File: config.mk
export PLATFORM = sky130hd
export DESIGN_NAME = spi_slave_rx_tx
export DESIGN_NICKNAME = d
export VERILOG_FILES = /design/src/rtl/spi_slave_rx_tx.sv
export SDC_FILE = /design/constraint.sdc
export NUM_CORES = 1
export LEC_CHECK = 0
export BUFFER_PORTS_ARGS = -buffer_cell sky130_fd_sc_hd__buf_4
export CAP_MARGIN = 20
export CORE_ASPECT_RATIO = 2
export CORE_MARGIN = 4
export CORE_UTILIZATION = 42
export CTS_CLUSTER_SIZE = 14
export DETAILED_ROUTE_END_ITERATION = 10
export GPL_TIMING_DRIVEN = 0
export PLACE_DENSITY_LB_ADDON = 0.2
export SYNTH_ARGS = -nofsm -noshare
export SYNTH_HDL_FRONTEND = slang
export SYNTH_SLANG_ARGS = --single-unit
File: constraint.sdc
create_clock -name i_clk -period 1.76 [get_ports i_clk]
set_clock_uncertainty 0.1 [all_clocks]
set_input_delay 0.176 -clock i_clk [delete_from_list [all_inputs] [get_ports i_clk]]
set_output_delay 0.176 -clock i_clk [all_outputs]
set_load 0.01 [all_outputs]
File: src/rtl/spi_slave_rx_tx.sv
// Mode-0 MSB-first SPI slave with oversampled inputs, rx strobe and one-entry tx buffer.
// Optional: define SPI_SLAVE_MISO_TRISTATE_EN to release miso ('z) whenever not shifting.
module spi_slave_rx_tx #(
    parameter int unsigned DATA_WIDTH  = 8,
    parameter int unsigned SYNC_STAGES = 2
) (
    input  logic                  i_clk,
    input  logic                  i_rst_n,
    input  logic                  i_sclk,
    input  logic                  i_cs_n,
    input  logic                  i_mosi,
    output logic                  o_miso,
    input  logic [DATA_WIDTH-1:0] i_tx_data,
    input  logic                  i_tx_valid,
    output logic                  o_tx_ready,
    output logic [DATA_WIDTH-1:0] o_rx_data,
    output logic                  o_rx_valid,
    output logic                  o_frame_err,
    output logic                  o_busy
);
    localparam int unsigned CntW = $clog2(DATA_WIDTH + 1);

    typedef enum logic {StIdle, StShift} state_t;

    logic [SYNC_STAGES-1:0] r_sclk_sync, r_cs_sync, r_mosi_sync;
    logic                   r_sclk_d, r_cs_d;
    logic                   w_sclk_s, w_cs_s, w_mosi_s;
    logic                   w_sclk_rise, w_sclk_fall, w_cs_rise, w_cs_fall;

    state_t                 r_state;
    logic [CntW-1:0]        r_bit_cnt;
    logic [DATA_WIDTH-2:0]  r_rx_shift;
    logic [DATA_WIDTH-1:0]  r_tx_shift;
    logic [DATA_WIDTH-1:0]  r_buf;
    logic                   r_buf_full;
    logic                   r_miso;
    logic [DATA_WIDTH-1:0]  r_rx_data;
    logic                   r_rx_valid, r_frame_err, r_busy;

    logic                   w_last_bit, w_load, w_capture;
    logic [DATA_WIDTH-1:0]  w_load_word, w_rx_next;

    always_ff @(posedge i_clk or negedge i_rst_n) begin
        if (!i_rst_n) begin
            r_sclk_sync <= '0;
            r_cs_sync   <= '1;
            r_mosi_sync <= '0;
            r_sclk_d    <= 1'b0;
            r_cs_d      <= 1'b1;
        end else begin
            r_sclk_sync <= {r_sclk_sync[SYNC_STAGES-2:0], i_sclk};
            r_cs_sync   <= {r_cs_sync[SYNC_STAGES-2:0], i_cs_n};
            r_mosi_sync <= {r_mosi_sync[SYNC_STAGES-2:0], i_mosi};
            r_sclk_d    <= w_sclk_s;
            r_cs_d      <= w_cs_s;
        end
    end

    assign w_sclk_s    = r_sclk_sync[SYNC_STAGES-1];
    assign w_cs_s      = r_cs_sync[SYNC_STAGES-1];
    assign w_mosi_s    = r_mosi_sync[SYNC_STAGES-1];
    assign w_sclk_rise = w_sclk_s & ~r_sclk_d;
    assign w_sclk_fall = ~w_sclk_s & r_sclk_d;
    assign w_cs_rise   = w_cs_s & ~r_cs_d;
    assign w_cs_fall   = ~w_cs_s & r_cs_d;

    assign w_last_bit  = (r_bit_cnt == CntW'(DATA_WIDTH - 1));
    assign w_rx_next   = {r_rx_shift, w_mosi_s};
    // Frame-start load: on cs fall in idle, or on word completion for a back-to-back word.
    assign w_load      = ((r_state == StIdle) && w_cs_fall) ||
                         ((r_state == StShift) && !w_cs_rise && w_sclk_rise && w_last_bit);
    assign w_load_word = r_buf_full ? r_buf : '0;
    assign w_capture   = i_tx_valid && !r_buf_full;

    always_ff @(posedge i_clk or negedge i_rst_n) begin
        if (!i_rst_n) begin
            r_state     <= StIdle;
            r_bit_cnt   <= '0;
            r_rx_shift  <= '0;
            r_tx_shift  <= '0;
            r_buf       <= '0;
            r_buf_full  <= 1'b0;
            r_miso      <= 1'b0;
            r_rx_data   <= '0;
            r_rx_valid  <= 1'b0;
            r_frame_err <= 1'b0;
            r_busy      <= 1'b0;
        end else begin
            r_rx_valid  <= 1'b0;
            r_frame_err <= 1'b0;

            // A load in the capture cycle sees the buffer empty; the new word stays buffered.
            if (w_load && r_buf_full) begin
                r_buf_full <= 1'b0;
            end else if (w_capture) begin
                r_buf_full <= 1'b1;
                r_buf      <= i_tx_data;
            end

            case (r_state)
                StIdle: begin
                    r_miso <= 1'b0;
                    r_busy <= 1'b0;
                    if (w_cs_fall) begin
                        r_tx_shift <= w_load_word;
                        r_miso     <= w_load_word[DATA_WIDTH-1];
                        r_bit_cnt  <= '0;
                        r_busy     <= 1'b1;
                        r_state    <= StShift;
                    end
                end
                StShift: begin
                    if (w_cs_rise) begin
                        r_state     <= StIdle;
                        r_miso      <= 1'b0;
                        r_busy      <= 1'b0;
                        r_frame_err <= (r_bit_cnt != '0);
                        r_bit_cnt   <= '0;
                    end else if (w_sclk_rise) begin
                        r_rx_shift <= w_rx_next[DATA_WIDTH-2:0];
                        if (w_last_bit) begin
                            r_rx_data  <= w_rx_next;
                            r_rx_valid <= 1'b1;
                            r_bit_cnt  <= '0;
                            r_tx_shift <= w_load_word;
                        end else begin
                            r_bit_cnt <= r_bit_cnt + CntW'(1);
                        end
                    end else if (w_sclk_fall) begin
                        // bit_cnt==0 here means a fresh word was just loaded: present its MSB.
                        if (r_bit_cnt == '0) begin
                            r_miso <= r_tx_shift[DATA_WIDTH-1];
                        end else begin
                            r_tx_shift <= r_tx_shift << 1;
                            r_miso     <= r_tx_shift[DATA_WIDTH-2];
                        end
                    end
                end
                default: r_state <= StIdle;
            endcase
        end
    end

`ifdef SPI_SLAVE_MISO_TRISTATE_EN
    assign o_miso = (r_state == StShift) ? r_miso : 1'bz;
`else
    assign o_miso = r_miso;
`endif

    assign o_tx_ready  = ~r_buf_full;
    assign o_rx_data   = r_rx_data;
    assign o_rx_valid  = r_rx_valid;
    assign o_frame_err = r_frame_err;
    assign o_busy      = r_busy;

endmodule
# Word-level counts from Yosys, hierarchy flattened
# Cells that the tools add are included.
[classes]
add_sub_neg = 1
n_eq_ne = 10
muxes = 32
bitwise = 12
n_reduce_logical = 18
[ops]
columns = ["cell", "count"]
rows = [
  ["$mux 8", 7],
  ["$mux 1", 16],
  ["$mux 4", 4],
  ["$pmux 8 s2", 1],
  ["$ne 3x3->1 const B", 5],
  ["$not 1->1", 8],
  ["$pmux 4 s2", 1],
  ["$logic_and 1x1->1", 6],
  ["$ne 2x2->1 const B", 3],
  ["$pmux 1 s2", 3],
  ["$reduce_and 2->1", 3],
  ["$reduce_and 5->1", 1],
  ["$add 4x1->4 const B", 1],
  ["$and 1x1->1", 4],
  ["$eq 4x3->1 const B", 1],
  ["$logic_not 4->1", 1],
  ["$reduce_and 4->1", 1],
  ["$reduce_bool 4->1", 1],
  ["$ne 3x2->1 const B", 1],
  ["$reduce_and 3->1", 1],
  ["$logic_not 1->1", 2],
  ["$reduce_bool 2->1", 1],
  ["$logic_or 1x1->1", 1],
]
[word_totals]
register_bits = 49
out_inout_bits = 13
elab_cells = 89

# Longest topological paths before layout
# Gate-level depths: netlist (run 1).
[logic_depth]
word_depth = 10
ltp_mapped = 7

# Least setup slack after synthesis (run 1)
# OpenSTA, ideal clock, no wires.
[synth_path]
path_type = "reg-to-reg"
startpoint = "register r_bit_cnt[0]"
endpoint = "register r_tx_shift[0]"
setup_ps = 125
arrival_ps = 1651
required_time_ps = 1535
slack_ps = -116
path_stages_with_launch = 7
synth_period_minus_slack_ps = 1876
cell_sequence = "dfrtp_1 inv_1 ha_1 or3b_4 o221a_1 buf_6 mux2_4"
[synth_between]
elab_chain_len = 3
elab_cells_between_ends = 5
cone_classes = "3 x eq/ne; 2 x reduce/logical"
[synth_lines]
columns = ["element", "line_no", "source"]
rows = [
  ["start: declaration", "31", "logic [CntW-1:0] r_bit_cnt;"],
  ["start signal: assignment", "127", "r_bit_cnt <= r_bit_cnt + CntW'(1);"],
  ["$eq 4x3->1 / $logic_not 4->1 (equally long branches)", "67, 131", ""],
  ["$ne 3x2->1 (no source line) / $ne 3x3->1 (equally long branches)", "n/a", ""],
  ["$reduce_and 5->1 (no source line) *", "n/a", ""],
  ["end signal: assignment", "105", "r_tx_shift <= w_load_word;"],
  ["end signal: assignment", "125", "r_tx_shift <= w_load_word;"],
  ["end signal: assignment", "134", "r_tx_shift <= r_tx_shift << 1;"],
  ["end: declaration", "33", "logic [DATA_WIDTH-1:0] r_tx_shift;"],
]
# Every way passes the cells marked *; elsewhere a longest branch is shown, timed or not.
# A chain may end at the register's enable or synchronous reset.

# Worst setup path after layout (run 1)
# Same ends and word-level chain as after synthesis.

==> flow_metrics.env, run 1 <==
export IMPL_power_frac_seq_pct=52.6
export IMPL_outcome="finished, violations left"
export IMPL_finalNonFillerCells=269
export IMPL_synth_area_sq_mm=0.002161
export IMPL_port_buffers=26
export IMPL_ys_types=35
export IMPL_grt_pass1_vias=1557
export IMPL_synth_top_area_share_pct=53.27
export IMPL_groute_usage_overall_pct=13.98
export IMPL_r2r_start="r_bit_cnt[0]"
export IMPL_hpwl_mm=2.893
export IMPL_timing_fmax_mhz=520.7
export IMPL_clkTransAtPathRegs_ps=90
export IMPL_grt_setup_unrepaired="true"
export IMPL_postRouteAntennaNets=0
export IMPL_fp_row_count=36
export IMPL_p_sw_mw=0.8694
export IMPL_worstHoldEndpoint="r_buf[7]"
export IMPL_syn_nets=180
export IMPL_timing_max_transition_violations_final=0
export IMPL_p_clk_share_pct=20.9
export IMPL_vdd_ir_drop_max_v=0.0006734
export IMPL_pin_count=27
export IMPL_clk_latency_ps=300
export IMPL_overflow=0
export IMPL_grt_busiest_layer="met2"
export IMPL_violations="negative setup slack"
export IMPL_critPathCaptureType="register"
export IMPL_worstMarginPinSlew_ps=611.1
export IMPL_dp_cells=244
export IMPL_synth_area_top_cells="dfrtp_1 (53%), mux2_4 (11%), mux2_2 (7.8%), dfstp_2 (3.6%), nand2_1 (3.0%)"
export IMPL_seq_area_frac_synth_pct=56.92
export IMPL_antenna_found_initial=0
export IMPL_grt_use_met1_pct=15.41
export IMPL_cp_max_fo=8
export IMPL_first_pass_iters=4
export IMPL_min_period_ps=1920
export IMPL_required_ps=1850
export IMPL_dp_slack_ps=-334.2
export IMPL_fin_nets=230
export IMPL_vias_per_cell=5.260
export IMPL_max_cap_viol_count=0
export IMPL_drt_wl_total_mm=4.225
export IMPL_vias=1415
export IMPL_root_buffer="clkbuf_8"
export IMPL_combPwrFrac_pct=26.4
export IMPL_htreeDepth=2
export IMPL_area_growth_pct=24.09
export IMPL_synth_cells=161
export IMPL_synth_ff_latch_count=49
export IMPL_swShare_pct=28.66
export IMPL_antennaDiodeCount=0
export IMPL_post_drt_wl_per_cell_microns=15.71
export IMPL_layout_worst_path_cycle_share_pct=109.1
export IMPL_die_y_microns=109.4
export IMPL_drc=0
export IMPL_grt_pass1_wl_mm=6.927
export IMPL_layout_commonest_cell="dfrtp_1"
export IMPL_yosys_warnings=0
export IMPL_finalSetupViolations=9
export IMPL_reg2reg_slack_ps=-160
export IMPL_min_delay_path_depth=2
export IMPL_grt_max_degree=50
export IMPL_die_w_microns=58.72
export IMPL_p_int_mw=2.164
export IMPL_cts_tree="built"
export IMPL_leakage_nw=1.339
export IMPL_slew_headroom_pct=59.26
export IMPL_cts_made_buffers=5
export IMPL_min_from="i_tx_data[7]"
export IMPL_layout_common_cells="dfrtp_1 (46), buf_4 (35), nand2_1 (17)"
export IMPL_final_layout_size_suffix_gt1_share_pct=43.40
export IMPL_r2r_end="r_tx_shift[0]"
export IMPL_criticalPathCategory="register to register"
export IMPL_arrival_ps=2010
export IMPL_die_area_sq_mm=0.006426
export IMPL_start_util_pct=44.01
export IMPL_min_path_type="input port to register"
export IMPL_grt_util_met2_pct=24.45
export IMPL_core_sq_mm=0.004910
export IMPL_p_per_area_mw_per_mm2=1131
export IMPL_numClockSinks=49
export IMPL_post_route_worst_setup_slack_ps=-160.4
export IMPL_dr_first_iter_drc_count=39
export IMPL_met3_usage_pct=3.408
export IMPL_place_congestion=0.7597
export IMPL_worst_setup_path_start_kind="register"
export IMPL_clockBufferDepth=2
export IMPL_hold_viol_final=0
export IMPL_reg2reg_depth=6
export IMPL_avgSynthCellArea_sq_um=13.42
export IMPL_synth_largest_area_cell="dfrtp_1"
==> worst max-delay path, cell delays in order, from the launching register on <==
cell	delay, ps
dfrtp_1	420
inv_1	70
ha_1	130
or3b_4	380
o221a_1	260
buf_6	150
mux2_4	310
==> worst max path at each step <==
stage / start / end / depth (start not counted) / slack, ps
final: r_bit_cnt[0] / r_tx_shift[0] / 6 / -160
after CTS: r_bit_cnt[0] / r_tx_shift[6] / 6 / -160
after global placement: r_sclk_sync[1] / r_tx_shift[5] / 5 / -340
after floorplan: r_bit_cnt[0] / r_tx_shift[0] / 6 / -100
after detailed placement: r_sclk_sync[1] / r_tx_shift[5] / 5 / -330
after global routing: r_bit_cnt[0] / r_tx_shift[6] / 6 / -220
==> synth_stat cells (all sizes together) <==
master / instances
a21o: 2
a21oi: 2
a31o: 1
a32o: 1
and2b: 1
and3: 1
buf: 3
clkbuf: 3
dfrtp: 46
dfstp: 3
ha: 5
inv: 9
maj3: 1
mux2: 31
mux2i: 2
nand2: 17
nand2b: 2
nand3: 6
nand3b: 1
nor2: 2
nor2b: 3
nor3b: 1
nor4: 1
o2111ai: 1
o211ai: 1
o21ai: 9
o221a: 1
o2bb2ai: 1
o31ai: 1
o32a: 1
or2: 1
or3b: 1
==> final cells by class <==
type,instances,area [sq um]
plain buffers,6,46.29
clock buffers,5,68.82
flip-flops and latches,49,1230
clock inverters,3,17.52
fillers,427,2228
well taps,57,71.32
multi-input cells,97,869.6
inverters,9,33.78
repair buffers,43,344.1
==> kinds of logic after synthesis <==
family / count (synthesis) / share of synthesized area, %
flops: 49 / 56.92
compound gates: 21 / 6.601
mux: 33 / 19.86
buf+inv: 15 / 3.648
fa+ha+maj: 6 / 3.416
simple gates: 37 / 9.555
==> flip-flops by register name (all words and copies together), names as in the netlist <==
signal / flops
o_busy: 1
r_cs_sync: 2
r_rx_shift: 7
r_tx_shift: 8
r_bit_cnt: 4
r_sclk_sync: 2
o_miso: 1
o_frame_err: 1
r_buf: 8
r_state: 1
r_sclk_d: 1
o_rx_valid: 1
r_cs_d: 1
o_rx_data: 8
r_mosi_sync: 2
r_buf_full: 1
==> routing by layer <==
| metal | wire (microns) | vias up | part of all wire [%] |
|---|---|---|---|
| met5 | 0 | - | 0 |
| met4 | 97 | 0 | 2.3 |
| met3 | 166 | 8 | 3.9 |
| met2 | 2399 | 30 | 57 |
| met1 | 1561 | 722 | 37 |
| li1 | - | 655 | - |
==> power groups by stage <==
stage | Clock [mW] | Sequential, mW | Combinational (mW)
after global placement | 0 | 1.60 | 0.705
after detailed placement | 0 | 1.62 | 0.739
after CTS | 0.662 | 1.60 | 0.787
final | 0.635 | 1.60 | 0.802
after floorplan | 0 | 1.56 | 0.562
after global routing | 0.715 | 1.63 | 0.884
==> metrics by stage <==
step           power, mW  utilization (%)  hold slack, ps  setup TNS [ps]  instance area, sq um
3_3_place_gp       2.303            49.44           118.8           -2836                  2427
4_1_cts            3.046            53.52           3.267           -1239                  2628
3_5_place_dp       2.359            49.44           137.1           -2918                  2427
2_1_floorplan      2.117                -          -219.6          -781.2                  2161
5_1_grt            3.233            54.61           4.146           -2155                  2681
6_report           3.033            54.61           8.780           -1258                  2681
==> repair_timing <==
action / CTS / global route
hold buffers: 6 / 1
hold endpoints to repair: 51 / 1
resized for setup: 4 / 4
pin swaps: 0 / 2
setup buffers: 5 / 5
endpoints found under the setup margin: 17 / 20
(Power assumes the default switching activity.)
==> run 2: changes to the inputs <==
--- a/config.mk
+++ b/config.mk
@@ -13,6 +13,6 @@
 export CTS_CLUSTER_SIZE = 14
 export DETAILED_ROUTE_END_ITERATION = 10
-export GPL_TIMING_DRIVEN = 0
 export PLACE_DENSITY_LB_ADDON = 0.2
+export SLEW_MARGIN = 40
 export SYNTH_ARGS = -nofsm -noshare
 export SYNTH_HDL_FRONTEND = slang
==> constraint.sdc (replaced) <==
create_clock -name i_clk -period 1.76 [get_ports i_clk]
set_clock_uncertainty 0.1 [all_clocks]
set_input_delay 0.352 -clock i_clk [delete_from_list [all_inputs] [get_ports i_clk]]
set_output_delay 0.352 -clock i_clk [all_outputs]
set_load 0.01 [all_outputs]
==> flow_metrics.env, run 2 (same netlist as run 1, synthesis figures left out) <==
export IMPL_p_per_area_mw_per_mm2=1144
export IMPL_grt_pass1_wl_mm=7.155
export IMPL_die_y_microns=109.4
export IMPL_clk_latency_ps=300
export IMPL_path_delay_family="flip-flops"
export IMPL_reg2reg_depth=6
export IMPL_final_layout_size_suffix_gt1_share_pct=46.73
export IMPL_criticalPathCategory="register to register"
export IMPL_vias_per_cell=5.085
export IMPL_die_w_microns=58.72
export IMPL_first_pass_iters=4
export IMPL_vias=1378
export IMPL_place_congestion=0.7716
export IMPL_area_growth_pct=24.44
export IMPL_fin_hold_ws_ps=45.47
export IMPL_leakage_nw=1.362
export IMPL_vdd_ir_drop_max_v=0.0006710
export IMPL_report_power_total_mw=3.075
export IMPL_max_stage_delay_ps=410
export IMPL_hpwl_mm=3.122
export IMPL_post_drt_wl_per_cell_microns=15.53
export IMPL_numClockSinks=49
export IMPL_timing_max_transition_violations_final=0
export IMPL_grt_pass1_vias=1537
export IMPL_port_buffers=26
export IMPL_reg2reg_slack_ps=-180
export IMPL_cp_slowest_cell="dfrtp_1"
export IMPL_min_delay_path_depth=1
export IMPL_critPathCaptureType="register"
export IMPL_timing_fmax_mhz=516.3
export IMPL_post_route_worst_setup_slack_ps=-176.7
export IMPL_start_util_pct=44.01
export IMPL_antennaDiodeCount=0
export IMPL_postRouteAntennaNets=0
export IMPL_groute_usage_overall_pct=14.74
export IMPL_clkTransAtPathRegs_ps=100
export IMPL_drt_wl_total_mm=4.209
export IMPL_required_ps=1850
export IMPL_finalSetupViolations=9
export IMPL_path_cells="inv_1, ha_1, or3b_4, o221a_1, buf_12, mux2_4"
export IMPL_fin_util_pct=54.77
export IMPL_min_period_ps=1937
export IMPL_layout_common_cells="buf_4 (47), dfrtp_1 (46), nand2_1 (17)"
export IMPL_cp_max_fo=8
export IMPL_cts_tree="built"
export IMPL_core_sq_mm=0.004910
export IMPL_die_area_sq_mm=0.006426
export IMPL_worstHoldEndpoint="r_mosi_sync[0]"
export IMPL_fin_area_sq_mm=0.002689
export IMPL_htreeDepth=2
export IMPL_grt_setup_unrepaired="true"
export IMPL_min_path_type="input port to register"
export IMPL_hold_viol_final=0
export IMPL_fp_row_count=36
export IMPL_max_cap_viol_count=0
export IMPL_clockBufferDepth=2
export IMPL_root_buffer="clkbuf_8"
export IMPL_r2r_end="r_tx_shift[3]"
export IMPL_layout_worst_path_cycle_share_pct=110.0
export IMPL_overflow=0
export IMPL_pin_count=27
export IMPL_postPlaceCellArea_sq_mm=0.002565
export IMPL_violations="negative setup slack"
export IMPL_arrival_ps=2030
export IMPL_drc=0
export IMPL_min_from="i_mosi"
export IMPL_outcome="finished, violations left"
export IMPL_r2r_start="r_bit_cnt[1]"
export IMPL_grt_max_degree=50
export IMPL_cts_made_buffers=5
export IMPL_fin_nets=232
export IMPL_layout_commonest_cell="buf_4"
export IMPL_tns_ps=-1397
export IMPL_slew_headroom_pct=59.57
export IMPL_worstMarginPinSlew_ps=606.4
export IMPL_worst_setup_path_start_kind="register"
export IMPL_antenna_found_initial=0
export IMPL_crit_buf_inv=2
export IMPL_fillers=420
export IMPL_dr_first_iter_drc_count=34
run 2: per-layer routing:
layer	part of all wire [%]	global-route usage (%)	vias up
met5	0	0	-
met4	1.7	5.835	0
met3	3.8	3.290	6
met2	57	27.22	25
met1	37	15.59	690
li1	-	-	657
run 2: worst max path at each step:
stage,from,endpoint,slack (ps),depth (start not counted)
3_3_place_gp,r_bit_cnt[1],r_tx_shift[1],-120,6
6_report,r_bit_cnt[1],r_tx_shift[3],-180,6
4_1_cts,r_bit_cnt[0],r_tx_shift[5],-180,6
2_1_floorplan,r_bit_cnt[0],r_tx_shift[0],-100,6
3_5_place_dp,r_bit_cnt[1],r_tx_shift[3],-190,6
5_1_grt,r_bit_cnt[1],r_tx_shift[3],-210,6
run 2: metrics by stage:
stage / cells / setup WS [ps]
after global routing: 271 / -212.8
after floorplan: 161 / -97.65
after CTS: 270 / -181.5
after global placement: 259 / -120.7
after detailed placement: 259 / -190.7
final: 271 / -176.7
run 2: repair_timing:
item	CTS	global route
gates resized for setup	3	1
endpoints found under the hold margin	46	0
setup endpoints to repair	18	17
setup buffers	2	1
pin swaps	2	1
gates cloned	1	0
hold buffers	1	0
run 2: power breakdown:
part           leakage, nW  internal [mW]  total [mW]  switching (mW)
logic                0.699          0.485       0.786           0.302
clock network       0.0447          0.287       0.681           0.394
registers            0.618           1.41        1.61           0.199
run 2: area by class of cell:
type,instances,area [sq um],area share (%)
sequential,49,1230,45.74
tap,57,71.32,2.652
timing repair buffer,50,394.1,14.66
clock inverter,3,25.02,0.9307
clock buffer,5,68.82,2.559
inverter,9,33.78,1.256
multi-input combinational,98,865.8,32.20
==> run 3: changes to the inputs <==
- SETUP_SLACK_MARGIN: default -> 0.02
==> flow_metrics.env, run 3 (same netlist as run 1, synthesis figures left out) <==
export IMPL_die_w_microns=58.72
export IMPL_cp_slowest_cell="dfrtp_1"
export IMPL_post_drt_wl_per_cell_microns=15.56
export IMPL_violations="negative setup slack"
export IMPL_max_stage_delay_ps=390
export IMPL_vdd_ir_drop_max_v=0.0006719
export IMPL_reg2reg_depth=6
export IMPL_path_cells="inv_1, ha_1, or3b_4, o221a_1, buf_12, mux2_4"
export IMPL_final_layout_size_suffix_gt1_share_pct=47.20
export IMPL_critPathCaptureType="register"
export IMPL_outcome="finished, violations left"
export IMPL_p_per_area_mw_per_mm2=1141
export IMPL_grt_max_degree=50
export IMPL_worst_setup_path_start_kind="register"
export IMPL_min_period_ps=1933
export IMPL_report_power_total_mw=3.074
export IMPL_place_congestion=0.7716
export IMPL_arrival_ps=2020
export IMPL_cts_tree="built"
export IMPL_antennaDiodeCount=0
export IMPL_timing_fmax_mhz=517.3
export IMPL_leakage_nw=1.362
export IMPL_required_ps=1850
export IMPL_pin_count=27
export IMPL_dp_cells=259
export IMPL_worstMarginPinSlew_ps=606.1
export IMPL_crit_buf_inv=2
export IMPL_first_pass_iters=4
export IMPL_grt_setup_unrepaired="true"
export IMPL_layout_common_cells="buf_4 (47), dfrtp_1 (46), nand2_1 (17)"
export IMPL_clk_latency_ps=300
export IMPL_min_delay_path_depth=1
export IMPL_overflow=0
export IMPL_layout_commonest_cell="buf_4"
export IMPL_path_delay_family="flip-flops"
export IMPL_clockBufferDepth=2
export IMPL_drc=0
export IMPL_grt_pass1_wl_mm=7.155
export IMPL_min_path_type="input port to register"
export IMPL_groute_usage_overall_pct=14.74
export IMPL_hold_viol_final=0
export IMPL_die_area_sq_mm=0.006426
export IMPL_dp_slack_ps=-190.7
export IMPL_criticalPathCategory="register to register"
export IMPL_grt_pass1_vias=1537
export IMPL_max_cap_viol_count=0
export IMPL_core_sq_mm=0.004910
export IMPL_dr_first_iter_drc_count=27
export IMPL_die_y_microns=109.4
export IMPL_cts_made_buffers=5
export IMPL_hpwl_mm=3.122
export IMPL_port_buffers=26
export IMPL_layout_worst_path_cycle_share_pct=109.8
export IMPL_finalSetupViolations=9
export IMPL_area_growth_pct=24.72
export IMPL_worst_path_stages=6
export IMPL_cp_max_fo=8
export IMPL_antenna_found_initial=0
export IMPL_finalNonFillerCells=271
export IMPL_postRouteAntennaNets=0
export IMPL_timing_max_transition_violations_final=0
export IMPL_slew_headroom_pct=59.59
export IMPL_start_util_pct=44.01
export IMPL_root_buffer="clkbuf_8"
export IMPL_vias_per_cell=5.100
export IMPL_vias=1382
export IMPL_fin_nets=232
export IMPL_fp_row_count=36
export IMPL_drt_wl_total_mm=4.217
export IMPL_numClockSinks=49
export IMPL_post_route_worst_setup_slack_ps=-173.2
export IMPL_htreeDepth=2
export IMPL_clkTransAtPathRegs_ps=100
run 3: report_power, final:
part,internal [mW],switching [mW],total [mW]
registers,1.41,0.198,1.61
logic,0.485,0.302,0.787
clock network,0.287,0.393,0.680
total,2.18,0.893,3.07
run 3: what timing repair did:
item / CTS / global route
gates cloned: 1 / 0
setup buffers: 2 / 1
resized for setup: 3 / 2
endpoints found under the hold margin: 46 / 0
hold buffers: 1 / 0
setup endpoints to repair: 18 / 18
pin swaps: 2 / 1
run 3: through the flow:
| stage | cell area (sq um) | hold WS, ps | util, % | setup TNS [ps] |
|---|---|---|---|---|
| 2_1_floorplan | 2161 | -43.59 | - | -781.2 |
| 3_3_place_gp | 2565 | 233.1 | 52.24 | -1114 |
| 3_5_place_dp | 2565 | 247.9 | 52.24 | -1995 |
| 4_1_cts | 2678 | 35.62 | 54.54 | -1363 |
| 5_1_grt | 2695 | 21.34 | 54.89 | -1966 |
| 6_report | 2695 | 45.17 | 54.89 | -1364 |
run 3: layout make-up:
| cell class | instances | area (sq um) |
|---|---|---|
| fillers | 419 | 2215 |
| flip-flops and latches | 49 | 1230 |
| multi-input cells | 98 | 872.1 |
| repair buffers | 50 | 394.1 |
| well taps | 57 | 71.32 |
| clock buffers | 5 | 68.82 |
| inverters | 9 | 33.78 |
| clock inverters | 3 | 25.02 |
run 3: final timing paths:
path	to	slack (ps)	from
max reg2reg	r_tx_shift[3]	-170	r_bit_cnt[0]
max	r_tx_shift[3]	-170	r_bit_cnt[0]
min	r_mosi_sync[0]	50	i_mosi
min in group asynchronous	r_bit_cnt[0]	490	i_rst_n
max in group asynchronous	r_buf[4]	660	i_rst_n
min reg2reg	r_cs_sync[1]	260	r_cs_sync[0]
run 3: layer usage:
| metal | vias up | share of wire (%) | global-route usage (%) |
|---|---|---|---|
| met1 | 690 | 37 | 15.59 |
| met5 | - | 0 | 0 |
| li1 | 657 | - | - |
| met3 | 8 | 3.7 | 3.290 |
| met2 | 27 | 57 | 27.22 |
| met4 | 0 | 2.0 | 5.835 |
